==> src/rtl/lcd8080_ctrl_pkg.sv <==
// Shared definitions for the i8080 host bus to RGB pixel FIFO bridge:
// command codes, the synchronized bus bundle and the frame size helper.
package lcd8080_ctrl_pkg;

    localparam logic [7:0] CMD_SWRESET = 8'h01;
    localparam logic [7:0] CMD_DISPOFF = 8'h28;
    localparam logic [7:0] CMD_DISPON  = 8'h29;
    localparam logic [7:0] CMD_RAMWR   = 8'h2C;

    typedef struct packed {
        logic       rs;
        logic       we;
        logic [7:0] data;
    } j80_bus_t;

    function automatic int frame_bytes(input int h_res, input int v_res, input int bpp);
        return h_res * v_res * bpp;
    endfunction

endpackage

==> src/rtl/lcd8080_ctrl_if.sv <==
// i8080-style host bus: strobe, select, write enable, data byte and ready.
interface lcd8080_ctrl_if;

    logic       J80_CLK;
    logic       J80_RS;
    logic       J80_We;
    logic       J80_Re;
    logic [7:0] J80_Data;

    modport master (output J80_CLK, output J80_RS, output J80_We, output J80_Data, input J80_Re);
    modport slave  (input J80_CLK, input J80_RS, input J80_We, input J80_Data, output J80_Re);

endinterface

==> src/rtl/lcd8080_ctrl_j80_sync.sv <==
// Two-flop synchronizer followed by a third register stage. With EDGE=1 the
// output is a one-cycle rising-edge pulse, otherwise the delayed level.
module lcd8080_ctrl_j80_sync #(
    parameter int W    = 1,
    parameter bit EDGE = 1'b0
) (
    input  logic         clk,
    input  logic         rst_n,
    input  logic [W-1:0] d_i,
    output logic [W-1:0] q_o
);

    logic [W-1:0] s1_q, s1_d;
    logic [W-1:0] s2_q, s2_d;
    logic [W-1:0] s3_q, s3_d;

    // Next-state for the synchronizer chain.
    always_comb begin
        s1_d = d_i;
        s2_d = s1_q;
        s3_d = s2_q;
    end

    // Synchronizer chain registers.
    always_ff @(posedge clk or negedge rst_n) begin
        if (!rst_n) begin
            s1_q <= {W{1'b0}};
            s2_q <= {W{1'b0}};
            s3_q <= {W{1'b0}};
        end else begin
            s1_q <= s1_d;
            s2_q <= s2_d;
            s3_q <= s3_d;
        end
    end

    // The third stage doubles as the previous-value register for edge detect,
    // so the level output lines up in time with the edge pulse.
    generate
        if (EDGE) begin : g_edge
            logic [W-1:0] rise_q, rise_d;

            always_comb begin
                rise_d = s2_q & ~s3_q;
            end

            always_ff @(posedge clk or negedge rst_n) begin
                if (!rst_n) begin
                    rise_q <= {W{1'b0}};
                end else begin
                    rise_q <= rise_d;
                end
            end

            assign q_o = rise_q;
        end else begin : g_level
            assign q_o = s3_q;
        end
    endgenerate

endmodule

==> src/rtl/lcd8080_ctrl.sv <==
// i8080 host bus to RGB pixel FIFO bridge: decodes command bytes, drives the
// backlight and frame window, and forwards pixel bytes while a frame is open.
module lcd8080_ctrl
    import lcd8080_ctrl_pkg::*;
#(
    parameter int H_RES           = 800,
    parameter int V_RES           = 480,
    parameter int BYTES_PER_PIXEL = 2
) (
    input  logic               CLK,
    input  logic               nRST,
    lcd8080_ctrl_if.slave      host,
    output logic               FIFOWe,
    output logic               FIFO_WClk,
    output logic               LCD_BL,
    output logic               FrameCtrl,
    output logic [7:0]         RGBData
);

    localparam int FRAME_BYTES = frame_bytes(H_RES, V_RES, BYTES_PER_PIXEL);
    localparam int CNT_W       = $clog2(FRAME_BYTES + 1);
    localparam logic [CNT_W-1:0] CNT_LAST = CNT_W'(FRAME_BYTES);
    localparam logic [CNT_W-1:0] CNT_ZERO = {CNT_W{1'b0}};
    localparam logic [CNT_W-1:0] CNT_ONE  = {{(CNT_W-1){1'b0}}, 1'b1};

    logic     strobe_s;
    j80_bus_t bus_pin_s;
    j80_bus_t bus_s;

    assign bus_pin_s = {host.J80_RS, host.J80_We, host.J80_Data};

    lcd8080_ctrl_j80_sync #(.W(1), .EDGE(1'b1)) u_sync_strobe (
        .clk   (CLK),
        .rst_n (nRST),
        .d_i   (host.J80_CLK),
        .q_o   (strobe_s)
    );

    lcd8080_ctrl_j80_sync #(.W($bits(j80_bus_t)), .EDGE(1'b0)) u_sync_bus (
        .clk   (CLK),
        .rst_n (nRST),
        .d_i   (bus_pin_s),
        .q_o   (bus_s)
    );

    logic             ready_q,  ready_d;
    logic             busy_q,   busy_d;
    logic             fifowe_q, fifowe_d;
    logic             wclk_q,   wclk_d;
    logic             bl_q,     bl_d;
    logic             frame_q,  frame_d;
    logic [7:0]       rgb_q,    rgb_d;
    logic [CNT_W-1:0] cnt_q,    cnt_d;

    // Command decode, pixel forwarding and ready/FIFO clock sequencing.
    always_comb begin
        ready_d  = ~(strobe_s | busy_q);
        busy_d   = strobe_s;
        wclk_d   = fifowe_q;
        fifowe_d = 1'b0;
        bl_d     = bl_q;
        frame_d  = frame_q;
        rgb_d    = rgb_q;
        cnt_d    = cnt_q;
        if (strobe_s && bus_s.we) begin
            if (!bus_s.rs) begin
                frame_d = 1'b0;
                case (bus_s.data)
                    CMD_DISPON:  bl_d = 1'b1;
                    CMD_DISPOFF: bl_d = 1'b0;
                    CMD_RAMWR: begin
                        frame_d = 1'b1;
                        cnt_d   = CNT_ZERO;
                    end
                    CMD_SWRESET: begin
                        bl_d  = 1'b0;
                        cnt_d = CNT_ZERO;
                    end
                    default:     bl_d = bl_q;
                endcase
            end else if (frame_q && (cnt_q != CNT_LAST)) begin
                // The last byte of the frame closes the window on the same edge.
                fifowe_d = 1'b1;
                rgb_d    = bus_s.data;
                cnt_d    = cnt_q + CNT_ONE;
                if (cnt_d == CNT_LAST) begin
                    frame_d = 1'b0;
                end else begin
                    frame_d = frame_q;
                end
            end else begin
                fifowe_d = 1'b0;
            end
        end else begin
            fifowe_d = 1'b0;
        end
    end

    // State and output registers.
    always_ff @(posedge CLK or negedge nRST) begin
        if (!nRST) begin
            ready_q  <= 1'b0;
            busy_q   <= 1'b0;
            fifowe_q <= 1'b0;
            wclk_q   <= 1'b0;
            bl_q     <= 1'b0;
            frame_q  <= 1'b0;
            rgb_q    <= 8'h00;
            cnt_q    <= CNT_ZERO;
        end else begin
            ready_q  <= ready_d;
            busy_q   <= busy_d;
            fifowe_q <= fifowe_d;
            wclk_q   <= wclk_d;
            bl_q     <= bl_d;
            frame_q  <= frame_d;
            rgb_q    <= rgb_d;
            cnt_q    <= cnt_d;
        end
    end

    // Ready drops already in the strobe cycle, ahead of the registered busy state.
    assign host.J80_Re = ready_q & ~strobe_s;
    assign FIFOWe      = fifowe_q;
    assign FIFO_WClk   = wclk_q;
    assign LCD_BL      = bl_q;
    assign FrameCtrl   = frame_q;
    assign RGBData     = rgb_q;

endmodule

==> src/flat_wrapper.sv <==
// flat-port wrapper written by rule: the top's interface ports become plain ports
module lcd8080_ctrl_flat import lcd8080_ctrl_pkg::*;
#(
    parameter int H_RES           = 800,
    parameter int V_RES           = 480,
    parameter int BYTES_PER_PIXEL = 2
)
  (CLK, nRST, FIFOWe, FIFO_WClk, LCD_BL, FrameCtrl, RGBData, host_J80_CLK, host_J80_RS, host_J80_We, host_J80_Data, host_J80_Re);
  lcd8080_ctrl_if host_i ();
  input  logic CLK;
  input  logic nRST;
  output logic FIFOWe;
  output logic FIFO_WClk;
  output logic LCD_BL;
  output logic FrameCtrl;
  output logic [7:0] RGBData;
  input wire logic [$bits(host_i.J80_CLK)-1:0] host_J80_CLK;
  input wire logic [$bits(host_i.J80_RS)-1:0] host_J80_RS;
  input wire logic [$bits(host_i.J80_We)-1:0] host_J80_We;
  input wire logic [$bits(host_i.J80_Data)-1:0] host_J80_Data;
  output wire logic [$bits(host_i.J80_Re)-1:0] host_J80_Re;
  assign host_i.J80_CLK = host_J80_CLK;
  assign host_i.J80_RS = host_J80_RS;
  assign host_i.J80_We = host_J80_We;
  assign host_i.J80_Data = host_J80_Data;
  assign host_J80_Re = host_i.J80_Re;
  lcd8080_ctrl #(.H_RES(H_RES), .V_RES(V_RES), .BYTES_PER_PIXEL(BYTES_PER_PIXEL)) u_core (.CLK(CLK), .nRST(nRST), .host(host_i), .FIFOWe(FIFOWe), .FIFO_WClk(FIFO_WClk), .LCD_BL(LCD_BL), .FrameCtrl(FrameCtrl), .RGBData(RGBData));
endmodule
==> config.mk <==
export PLATFORM = sky130hd
export DESIGN_NAME = lcd8080_ctrl_flat
export DESIGN_NICKNAME = d
export VERILOG_FILES = /design/src/rtl/lcd8080_ctrl_pkg.sv /design/src/rtl/lcd8080_ctrl_if.sv /design/src/rtl/lcd8080_ctrl_j80_sync.sv /design/src/rtl/lcd8080_ctrl.sv /design/src/flat_wrapper.sv
export SDC_FILE = /design/constraint.sdc
export NUM_CORES = 1
export LEC_CHECK = 0
export ABC_CLOCK_PERIOD_IN_PS = 2340
export CAP_MARGIN = 20
export CELL_PAD_IN_SITES_DETAIL_PLACEMENT = 1
export CELL_PAD_IN_SITES_GLOBAL_PLACEMENT = 2
export CORE_ASPECT_RATIO = 0.5
export CORE_UTILIZATION = 39
export CTS_BUF_LIST = sky130_fd_sc_hd__clkbuf_4
export CTS_CLUSTER_SIZE = 24
export DETAILED_ROUTE_END_ITERATION = 8
export HOLD_SLACK_MARGIN = 0.15
export PLACE_DENSITY_LB_ADDON = 0.12
export SYNTH_ARGS = -nofsm -noshare
export SYNTH_HDL_FRONTEND = slang
export SYNTH_HIERARCHICAL = 1
export SYNTH_SLANG_ARGS = --single-unit
==> constraint.sdc <==
create_clock -name CLK -period 2.34 [get_ports CLK]
set_input_delay 0.234 -clock CLK [delete_from_list [all_inputs] [get_ports CLK]]
set_output_delay 0.234 -clock CLK [all_outputs]
set_load 0.01 [all_outputs]
# --- After elaboration in Yosys (flattened, before gate mapping) ---
# Cells that the tools add are included.
word_totals:
  reg_bits: 68
op_classes:
  addsub: 1
  eq_ne: 8
  mux: 11
  bitwise_logic: 7
  n_reduce_logical: 10
op_table:
  columns: ["cell", "n"]
  rows:
  - ["20-bit two-way mux", 3]
  - ["8-bit by 6-bit equality test with 1-bit output, second input constant", 3]
  - ["20-bit by 1-bit adder with 20-bit output, second input constant", 1]
  - ["20-bit equality test, second input constant", 1]
  - ["20-bit != test, second input constant", 1]
  - ["3-bit AND reduction", 4]
  - ["8-bit by 1-bit equality test with 1-bit output, second input constant", 1]
  - ["1-bit two-way mux", 7]
  - ["2-bit by 1-bit != test with 1-bit output, second input constant", 2]
  - ["1-bit NOT", 4]
  - ["2-bit nonzero test", 2]
  - ["2-bit OR reduction", 2]
  - ["1-bit AND", 2]
  - ["1-bit logical AND", 2]
  - ["1-bit one-hot mux with 2 select lines", 1]
  - ["1-bit OR", 1]

# --- Longest topological paths before layout ---
depth:
  word_depth: 5
  mapped_depth: 10
  ltp_nobuf: 8

# --- Hierarchy ---
# The synthesis kept the hierarchy.
modules_own_cells:
  columns: ["mod", "n_inst", "cells_each", "area_per_inst_um2", "seq_area_each_um2"]
  rows:
  - ["lcd8080_ctrl", 1, 245, 2123.3, 850.8]
  - ["lcd8080_ctrl_j80_sync at u_core.u_sync_bus", 1, 30, 750.7, 750.7]
  - ["lcd8080_ctrl_j80_sync at u_core.u_sync_strobe", 1, 5, 113.9, 100.1]

# --- Worst setup path before layout ---
# No wires, ideal clock.
synth_path:
  path_kind: "register -> register"
  start: "register u_core.cnt_q[6]"
  end: "register u_core.cnt_q[5]"
  t_arrival_ps: 1963
  t_required_ps: 2219
  path_slack_ps: 256
  stages_incl_launch_ff: 10
  n_path_buf: 3
  synth_period_minus_slack_ps: 2084
  path_cell_list: "dfrtp_1 -> buf_6 -> or4b_4 -> nor4_4 -> a31o_1 -> buf_4 -> and2_4 -> buf_6 -> o21ai_1 -> a22o_1"
synth_via:
  elab_chain_cells: 4
synth_rtl:
  columns: ["element", "line", "source"]
  rows:
  - ["start, declared", "lcd8080_ctrl.sv:53", "logic [CNT_W-1:0] cnt_q, cnt_d;"]
  - ["start signal, assigned", "lcd8080_ctrl.sv:118", "cnt_q <= cnt_d;"]
  - ["20-bit != test", "lcd8080_ctrl.sv:81", "end else if (frame_q && (cnt_q != CNT_LAST)) begin"]
  - ["1-bit logical AND", "lcd8080_ctrl.sv:81", null]
  - ["2-bit by 1-bit != test with 1-bit output (no source line)", null, null]
  - ["3-bit AND reduction (no source line)", null, null]
# No other way between the ends.
# A chain may end at the register's enable or synchronous reset.

# --- Final worst setup path ---
layout_path:
  start: "register u_core.u_sync_bus.s3_q[1] (netlist: u_core/u_sync_bus/q_o[1])"
  end: "register u_core.cnt_q[9]"
layout_via:
  elab_chain_cells: 4
  word_cells_on_any_way: 5
  cone_classes: "eq/ne: 2; reduce/logical: 3"
layout_rtl:
  columns: ["element", "line", "source"]
  rows:
  - ["start, declared", "lcd8080_ctrl_j80_sync.sv:15", "logic [W-1:0] s3_q, s3_d;"]
  - ["start signal, assigned", "lcd8080_ctrl_j80_sync.sv:29", "s3_q <= {W{1'b0}};"]
  - ["8-bit by 6-bit equality test with 1-bit output or 8-bit by 1-bit equality test with 1-bit output (tied branches)", "lcd8080_ctrl.sv:68", "case (bus_s.data)"]
  - ["2-bit OR reduction (no source line) *", null, null]
  - ["2-bit nonzero test (no source line) *", null, null]
  - ["3-bit AND reduction (no source line) *", null, null]
# Every way passes the cells marked *; elsewhere a longest branch is shown, timed or not.

==> out/summary.txt <==
status - finished, final reports clean
global-route wire length before repair - 11.9 mm
Mean Syn Cell Area - 10.7 sq um
Most used DFF post-synth - dfrtp_1
total setup buffers inserted after CTS - 0
Die ar. - 8040 sq um
Flop pwr share - 60.6%
Seq. cell area - 1700 sq um
clk_skew - 17.1 ps
register bit total from synthesis - 68
vias - 2239
clock tree sinks - 68
largest net degree at the start of global routing - 45
DRT antenna net count - 0
Leakage - 0.00149 uW
CP max FO - 27
diode count - 0
min cycle time layout - 2210 ps
Initial Util - 40.5%
Netlist cell types - 48
Area Growth Syn to Fin - 17.7%
EDFF count, synth - 0
Fmax - 0.452 GHz
Initial DRC Count - 95
Root Driver - clkbuf_4
Final Util - 47.7%
critical path arrival - 2550 ps
GRT Total Usage - 19.8%
RD Place Congestion - 0.824
Setup WS pre-CTS - 127 ps
initial antenna violation count - 0
Max clock buf depth - 2
CP required - 2680 ps
Final Slew Violations - 0
Clk pwr share - 35.8%
CTS tree - built
Critical Path Sink Type - flop
IO Port Bufs - 25
DR vias/cell - 5.40
Post-Syn Instances - 280
worst vdd ir - 0.369 mV
standard-cell rows - 22
total negative setup slack - 0 ps
drt first pass iters - 4
worst-margin pin slew - 644 ps
clk_lat worst skew - 440 ps
period utilization - 94.6%
sequential cell area fraction in the yosys report - 57.0%
Final Setup Violations - 0
yosys warns - 6
core footprint - 7380 sq um
Hold Path Class - input port to flop
clock buffer count from CTS - 9
relative slew slack - 57.0%
area of the multi-input gates - 1180 sq um
vias in the first global route - 2317
routed len/inst - 16.7 um
Die H - 63.9 um
syn_nets - 296
Total Wirelength - 6.93 mm
power share of the combinational group - 3.6%
Mapped Area - 2990 sq um
layout net count - 330
DRC viols - 0
HPWL after DPL - 4.81 mm
Pwr per Cell Area - 574 nW/um^2
Reg clk slew, reported paths - 130 ps
Sw Share - 27.0%
I/O pins - 26
CP Launch Type - flop
switching pwr - 545 uW
Horiz. Die Dim - 126 um
Fillers - 849
RSZ-0062 raised after global routing - no
Max-Cap Viols - 0
layout cells sized above 1 - 13.8%
critical path class - flop to flop
post-synthesis async set-or-reset flop share - 100%
Power Internal - 1470 uW
fin worst setup slack - 127 ps
final hold violations - 0
number of H-tree levels - 3
Congestion Overflow GR - 0
[placed cells by master (no fill, tap or decap), types with 2 or more instances in the layout]
cell	netlist	final
a211oi_1	7	7
a21o_1	4	4
a21oi_1	4	4
a22o_1	14	14
a31oi_1	6	6
and2_1	3	3
and3_1	2	2
and4_1	4	4
buf_4	2	13
clkbuf_4	0	9
clkdlybuf4s50_1	0	24
clkinvlp_4	0	3
dfrtp_1	68	68
ha_1	3	3
inv_1	4	4
inv_6	0	2
nand2_1	46	46
nand2b_1	7	7
nand3_1	9	9
nand3b_1	2	2
nand4_1	4	4
nand4b_1	3	3
nor2_1	6	6
nor2b_1	3	3
nor3_1	6	6
nor4_1	3	3
o21ai_0	13	13
o21ai_1	9	9
o31ai_1	2	2
or2_2	5	5
or3_1	4	4
xnor2_1	5	5
[registers in the layout, indices dropped and copies added, names as in the netlist]
register and flops:
u_core/FrameCtrl 1, u_core/LCD_BL 1, u_core/u_sync_strobe/q_o 1, u_core/RGBData 8
u_core/u_sync_strobe/s2_q 1, u_core/FIFOWe 1, u_core/u_sync_strobe/s3_q 1, u_core/FIFO_WClk 1
u_core/u_sync_strobe/s1_q 1, u_core/ready_q 1, u_core/u_sync_bus/q_o 10, u_core/u_sync_bus/s2_q 10
u_core/cnt_q 20, u_core/busy_q 1, u_core/u_sync_bus/s1_q 10
[cells by family after synthesis]
kind of cell / count (synthesis) / share of synthesized area [%]
AO/OA/AOI/OAI: 63 / 14.1
XOR/XNOR: 5 / 1.47
adder cells (fa/ha/maj): 3 / 1.26
buffers and inverters: 22 / 3.68
flip-flops: 68 / 57.0
AND/OR/NAND/NOR: 119 / 22.6
[through the flow]
step / area (sq um) / hold WS (ps) / std cells / power (uW)
2_1_floorplan: 2990 / -61.6 / 280 / 1260
3_3_place_gp: 3380 / 272 / 398 / 1320
3_5_place_dp: 3380 / 293 / 398 / 1320
4_1_cts: 3520 / 183 / 415 / 2060
5_1_grt: 3520 / 184 / 415 / 2110
6_report: 3520 / 229 / 415 / 2020
[synthesized netlist by cell type, drive strengths merged, types with 2 or more instances]
cell type | n | area share [%]
and2 | 4 | 0.92
dfrtp | 68 | 57
nand4 | 4 | 0.84
nor3 | 7 | 1.3
buf | 8 | 1.9
xnor2 | 5 | 1.5
or2 | 6 | 1.3
nand4b | 3 | 0.88
and3 | 2 | 0.42
nand2b | 8 | 1.9
inv | 4 | 0.50
clkbuf | 9 | 1.1
nand3 | 9 | 1.5
and4 | 4 | 1.2
or3 | 4 | 0.84
nor2 | 6 | 0.75
nor4 | 5 | 1.8
ha | 3 | 1.3
nand3b | 2 | 0.50
o31ai | 2 | 0.50
a21o | 4 | 1.0
a22o | 14 | 4.1
a211oi | 7 | 1.8
nand2 | 46 | 5.8
a21oi | 4 | 0.67
o21ai | 22 | 3.7
a31oi | 6 | 1.3
nor2b | 4 | 1.1
[power by group through the flow]
stage                     Clock, uW  Sequential (uW)  Combinational (uW)
after floorplan                   0             1240                14.8
after CTS                       761             1220                74.3
final                           724             1220                71.8
after detailed placement          0             1250                73.1
after global routing            804             1230                80.7
after global placement            0             1250                70.7
[timing repair]
| action | 4_1_cts | 5_1_grt |
|---|---|---|
| resized for setup | 0 | 0 |
| hold buffers | 1 | 0 |
| endpoints found under the hold margin | 24 | 0 |
[worst paths after layout]
path / from / endpoint / slack, ps / depth (start not counted)
min in group asynchronous: nRST / u_core/cnt_q[7]$_DFFE_PN0P_ / 330 / 2
worst min-delay path: host_J80_RS / u_core/u_sync_bus/s1_q[9]$_DFF_PN0_ / 230 / 1
worst min register to register: u_core/u_sync_bus/s2_q[0]$_DFF_PN0_ / u_core/u_sync_bus/q_o[0]$_DFF_PN0_ / 350 / 0
max in group asynchronous: nRST / u_core/u_sync_bus/s2_q[0]$_DFF_PN0_ / 1340 / 3
worst max-delay path: u_core/u_sync_bus/q_o[1]$_DFF_PN0_ / u_core/cnt_q[9]$_DFFE_PN0P_ / 130 / 6
worst max register to register: u_core/u_sync_bus/q_o[1]$_DFF_PN0_ / u_core/cnt_q[9]$_DFFE_PN0P_ / 130 / 6
[worst max-delay path, cell delays in order, from the launching register on]
cell	delay (ps)
dfrtp_1	390
or4_1	540
or2_2	340
nand2b_4	170
and2_4	270
buf_4	180
a22o_1	220
[final cells by class]
class	count	area share, %
Sequential cell	68	48.4
Multi-Input combinational cell	190	33.4
Timing Repair Buffer	40	10.6
Tap cell	96	3.42
Clock buffer	9	1.92
Clock inverter	7	1.71
Inverter	5	0.534
[metal layers]
| layer | up-vias | global-route usage, % | wire (um) |
|---|---|---|---|
| met5 | - | 0 | 0 |
| met4 | 0 | 6.02 | 66 |
| met3 | 8 | 6.78 | 338 |
| met2 | 43 | 30.6 | 3140 |
| met1 | 1128 | 26.5 | 3390 |
| li1 | 1060 | - | - |
Note: power is estimated with default switching activity, not from simulation.
